$ cat src/rtl/riscv_regfile.sv
// Integer register file: x0 reads zero, 2 combinational read ports with write-first bypass, 1 sync write, registered debug read.
// Latency: reads 0 cycles, debug 1 cycle; no backpressure. Optional parity detection under RISCV_REGFILE_PARITY_EN.
module riscv_regfile #(
    parameter int REGFILE_COUNT = 32,
    parameter int WORD_SIZE     = 32
) (
    input  logic                             clk_i,
    input  logic                             rst_ni,
    input  logic                             reg_write_i,
    input  logic [$clog2(REGFILE_COUNT)-1:0] write_reg_i,
    input  logic [WORD_SIZE-1:0]             write_data_i,
    input  logic [$clog2(REGFILE_COUNT)-1:0] read_reg0_i,
    input  logic [$clog2(REGFILE_COUNT)-1:0] read_reg1_i,
    output logic [WORD_SIZE-1:0]             read_data0_o,
    output logic [WORD_SIZE-1:0]             read_data1_o,
    input  logic [$clog2(REGFILE_COUNT)-1:0] dbg_reg_i,
    output logic [WORD_SIZE-1:0]             dbg_data_o
`ifdef RISCV_REGFILE_PARITY_EN
   ,input  logic                             parity_clr_i,
    input  logic                             parity_inj_i,
    output logic                             parity_err_o
`endif
);

    localparam int AW = $clog2(REGFILE_COUNT);

    logic [WORD_SIZE-1:0] regs [REGFILE_COUNT];
    logic                 wr_en;
    logic                 bypass0;
    logic                 bypass1;

    assign wr_en   = reg_write_i && (write_reg_i != '0);
    assign bypass0 = wr_en && (write_reg_i == read_reg0_i);
    assign bypass1 = wr_en && (write_reg_i == read_reg1_i);

    always_ff @(posedge clk_i or negedge rst_ni) begin
        if (!rst_ni) begin
            for (int i = 0; i < REGFILE_COUNT; i++) begin
                regs[i] <= '0;
            end
            dbg_data_o <= '0;
        end else begin
            // Debug sees the array as it stood before this edge's write.
            dbg_data_o <= regs[dbg_reg_i];
            if (wr_en) begin
                regs[write_reg_i] <= write_data_i;
            end
        end
    end

    always_comb begin
        read_data0_o = '0;
        if (rst_ni && (read_reg0_i != '0)) begin
            read_data0_o = bypass0 ? write_data_i : regs[read_reg0_i];
        end
    end

    always_comb begin
        read_data1_o = '0;
        if (rst_ni && (read_reg1_i != '0)) begin
            read_data1_o = bypass1 ? write_data_i : regs[read_reg1_i];
        end
    end

`ifdef RISCV_REGFILE_PARITY_EN
    logic [REGFILE_COUNT-1:0] par_q;
    logic                     par_bad0;
    logic                     par_bad1;

    // Bypassed reads never touch the array, so only stored entries are checked.
    assign par_bad0 = rst_ni && (read_reg0_i != '0) && !bypass0 &&
                      (par_q[read_reg0_i] != ^regs[read_reg0_i]);
    assign par_bad1 = rst_ni && (read_reg1_i != '0) && !bypass1 &&
                      (par_q[read_reg1_i] != ^regs[read_reg1_i]);

    always_ff @(posedge clk_i or negedge rst_ni) begin
        if (!rst_ni) begin
            par_q        <= '0;
            parity_err_o <= 1'b0;
        end else begin
            if (wr_en) begin
                par_q[write_reg_i] <= (^write_data_i) ^ parity_inj_i;
            end
            if (par_bad0 || par_bad1) begin
                parity_err_o <= 1'b1;
            end else if (parity_clr_i) begin
                parity_err_o <= 1'b0;
            end
        end
    end
`endif

endmodule

$ cat config.mk
export PLATFORM = sky130hd
export DESIGN_NAME = riscv_regfile
export DESIGN_NICKNAME = d
export VERILOG_FILES = /design/src/rtl/riscv_regfile.sv
export SDC_FILE = /design/constraint.sdc
export NUM_CORES = 2
export LEC_CHECK = 0
export CORE_ASPECT_RATIO = 1.75
export CORE_MARGIN = 4
export CORE_UTILIZATION = 45
export DETAILED_ROUTE_END_ITERATION = 16
export HOLD_SLACK_MARGIN = 0.12
export PLACE_DENSITY = 0.75
export SLEW_MARGIN = 15
export SYNTH_ARGS = -nofsm -noshare
export SYNTH_HDL_FRONTEND = slang
export SYNTH_SLANG_ARGS = --single-unit
$ cat constraint.sdc
create_clock -name clk_i -period 2.32 [get_ports clk_i]
set_input_delay 0.348 -clock clk_i [delete_from_list [all_inputs] [get_ports clk_i]]
set_output_delay 0.348 -clock clk_i [all_outputs]
set_load 0.02 [all_outputs]
==> impl_metrics.yaml <==
timing:
  slew_violations: 0
  timing.setup.tns_ns: -33.41
  rsz0062_at_grt: "yes"
  fin_crit_ns: 2.942
  finalSetupViolations: 64
  fin_crit_sh_pct: 126.8
  clock.fmax_ghz: 0.3399
  finalWorstSetupSlack_ns: -0.6217
  holdWs_ns: 0.1721
  worst_pin_slew_ns: 1.015
  hold_violations: 0
  slew_headroom_pct: 32.33
  fin_worst_skew_ns: 0.04150
yosys:
  synth_top_cell_by_area: "dfrtp_1"
  netlist_top_cells_area: "dfrtp_1, mux4_2, mux2_2"
  syn_area_um2: 63860
  synthDominantCellAreaShare_pct: 41.38
  synth_seq_area_share_pct: 41.38
  ys_seq_elements: 1056
  synth_cell_type_count: 40
  syn_area_per_cell_um2: 14.78
  ys.warnings.count: 0
  syn_inst: 4321
  synth_fp_nets: 4376
clock_network:
  cts_sinks: 1056
  cts_tree: "yes"
  clk_pin_slew_ns: 0.07
  cts_root_buf: "clkbuf_16"
  cts_max_path_buffers: 3
  insertion_delay_ns: 0.75
  cts_htree_levels: 3
  numCtsBuffers: 98
cells_and_area:
  multi_input_area_um2: 36440
  fill_cells: 10620
  area_growth_pct: 27.10
  final_common_cell: "dfrtp_1"
  seqCellArea_um2: 26430
  drive_gt1_share_pct: 62.53
  final_cell_mix: "dfrtp_1, mux2_2, buf_4, mux4_2, mux2i_1"
  nets: 5179
  finalInstanceArea_um2: 81170
routing:
  dr.pass1.iters: 10
  route.detailed.wl_per_inst_um: 34.12
  drc_errors: 0
  route.vias.total: 49040
  ant_nets: 0
  routed_wl_um: 240700
  drt_iter0_markers: 5744
  vias_per_cell: 6.952
global_routing:
  grt_pass1_vias: 52170
  grt_max_degree: 152
  grt_overflow: 0
  grt_antenna_before_repair: 13
  grt_pass1_wl_um: 350800
  grt_usage_pct: 31.93
pwr:
  power_mw: 61.36
  switching_share_pct: 30.41
  power.net_switching_mw: 18.66
  powerDensity_nw_per_um2: 756.0
  p_seq_share_pct: 40.9
  internal_power_mw: 42.70
  vdd_drop_max_mv: 0.6558
  clkPwrFrac_pct: 28.2
  p_comb_share_pct: 30.9
  p_leak_nw: 35.52
worst_hold_path:
  hp-class: "in2reg"
critical_path:
  critPathKind: "reg2out"
  worstPathArrival_ns: 2.59
  cp-start-kind: "flop"
  cp_slowest_cell: "mux4_2"
  cp_common_cell: "a211oi_1"
  required_ns: 1.97
  worstPathMaxFanout: 4
  cpPeakStageDelay_ns: 0.45
  end_kind: "primary output"
  crit_chain: "mux4_2, nor2b_1, a211oi_1, buf_4, a211oi_1, a211o_1, buf_6"
floorplan:
  die_h_um: 506.3
  initial_core_util_pct: 45.38
  ios: 151
  rows: 182
  core_area_um2: 140700
  die_area_um2: 148200
  die_w_um: 292.8
outcome:
  violations: "setup timing"
  status: "finished, violations left"
place:
  io_buffers: 150
  gp_congestion: 0.9304
  dpl.hpwl_um: 158700
  placed_cell_area_um2: 75590
job:
  drv_cap: 0
power by group through the flow:
stage	Clock (mW)	Sequential, mW	Combinational [mW]
6_report	17.3	25.1	19.0
5_1_grt	18.1	25.4	19.9
4_1_cts	17.4	24.9	18.5
3_5_place_dp	0	25.2	17.6
3_3_place_gp	0	24.9	17.1
2_1_floorplan	0	24.6	10.5
metal layers:
layer | up-vias | global-route usage [%] | routed length [um]
met2 | 3356 | 49.87 | 110900
met4 | 16 | 22.97 | 21800
li1 | 18990 | - | -
met5 | - | 0 | 110
met1 | 25580 | 38.03 | 82070
met3 | 1094 | 8.879 | 25810
final timing paths:
check,cells past startpoint,from,slack [ns],endpoint
max in group asynchronous,6,rst_ni,0.25,regs[763]$_DFFE_PN0P_
worst min register to register,0,regs[1023]$_DFFE_PN0P_,0.42,regs[1023]$_DFFE_PN0P_
worst min-delay path,2,dbg_reg_i[4],0.17,dbg_data_o[26]$_DFF_PN0_
worst max register to register,5,regs[364]$_DFFE_PN0P_,0.21,dbg_data_o[12]$_DFF_PN0_
min in group asynchronous,3,rst_ni,0.27,dbg_data_o[24]$_DFF_PN0_
worst max-delay path,7,regs[933]$_DFFE_PN0P_,-0.62,read_data0_o[5]
what timing repair did:
action | CTS | global route
cloned | 3 | 0
endpoints found under the hold margin | 41 | 0
setup buffers | 89 | 15
pin swaps | 148 | 64
hold buffers | 2 | 0
endpoints found under the setup margin | 64 | 64
gates resized for setup | 445 | 120
cell usage after synthesis:
| cell type | count |
|---|---|
| dfrtp_1 | 1056 |
| mux2_2 | 1024 |
| mux4_2 | 672 |
| mux2i_1 | 353 |
| clkbuf_1 | 292 |
| a221oi_1 | 160 |
| buf_2 | 119 |
| a22oi_1 | 96 |
| buf_1 | 76 |
| a21oi_1 | 65 |
| a211oi_1 | 64 |
| o21bai_1 | 64 |
| nand2_1 | 51 |
| nor2b_1 | 36 |
| a211o_1 | 32 |
| a221o_1 | 32 |
| o21ai_0 | 32 |
| buf_4 | 26 |
| nor2_1 | 22 |
| buf_6 | 9 |
| nor3b_1 | 6 |
| xnor2_1 | 5 |
| nand3b_1 | 4 |
| xor2_1 | 4 |
| nand3_1 | 3 |
| nor4_1 | 3 |
| nand2b_1 | 2 |
| a21bo_2 | 1 |
| a31o_2 | 1 |
| and2_1 | 1 |
| and3_1 | 1 |
| and3b_1 | 1 |
| inv_1 | 1 |
| inv_2 | 1 |
| nor3_1 | 1 |
| o211a_1 | 1 |
| o311ai_1 | 1 |
| o31ai_1 | 1 |
| or2_2 | 1 |
| or3b_2 | 1 |
registers in the layout (all words and copies together), names as in the netlist:
name	cells
regs	1024
dbg_data_o	32
through the flow:
| step | util, % | setup WS [ns] | cells |
|---|---|---|---|
| after floorplan | - | -0.02479 | 4321 |
| after global placement | 53.71 | -1.331 | 6768 |
| after detailed placement | 53.71 | -1.313 | 6768 |
| after CTS | 57.27 | -0.6820 | 7035 |
| after global routing | 57.67 | -0.6778 | 7051 |
| final | 57.68 | -0.6217 | 7054 |
worst max-delay path: cells and delay by family, from the launching register on:
family	cells	cell delay [ns]
AND/OR/NAND/NOR	1	0.15
flip-flops	1	0.40
AO/OA/AOI/OAI	3	0.55
buffers and inverters	2	0.31
multiplexers	1	0.45
area by class of cell:
class                           instances  share of cell area [%]
Multi-Input combinational cell       2742                   44.89
Sequential cell                      1056                   32.56
Timing Repair Buffer                 1224                   15.57
Clock buffer                          140                   3.527
Tap cell                             1840                   2.836
Clock inverter                         43                  0.5889
Antenna cell                            7                 0.02158
Inverter                                2                 0.01079
cells by family (layout without fill, tap and decap cells):
kind of cell | count (synthesis) | count (layout) | synth area share [%]
compound gates | 550 | 551 | 6.599
xor+xnor | 9 | 9 | 0.1234
buf+inv | 524 | 1409 | 3.572
flops | 1056 | 1056 | 41.38
mux | 2049 | 2049 | 47.29
other cells | 0 | 7 | 0
simple gates | 133 | 133 | 1.036
Power figures use the tool's default switching activity.
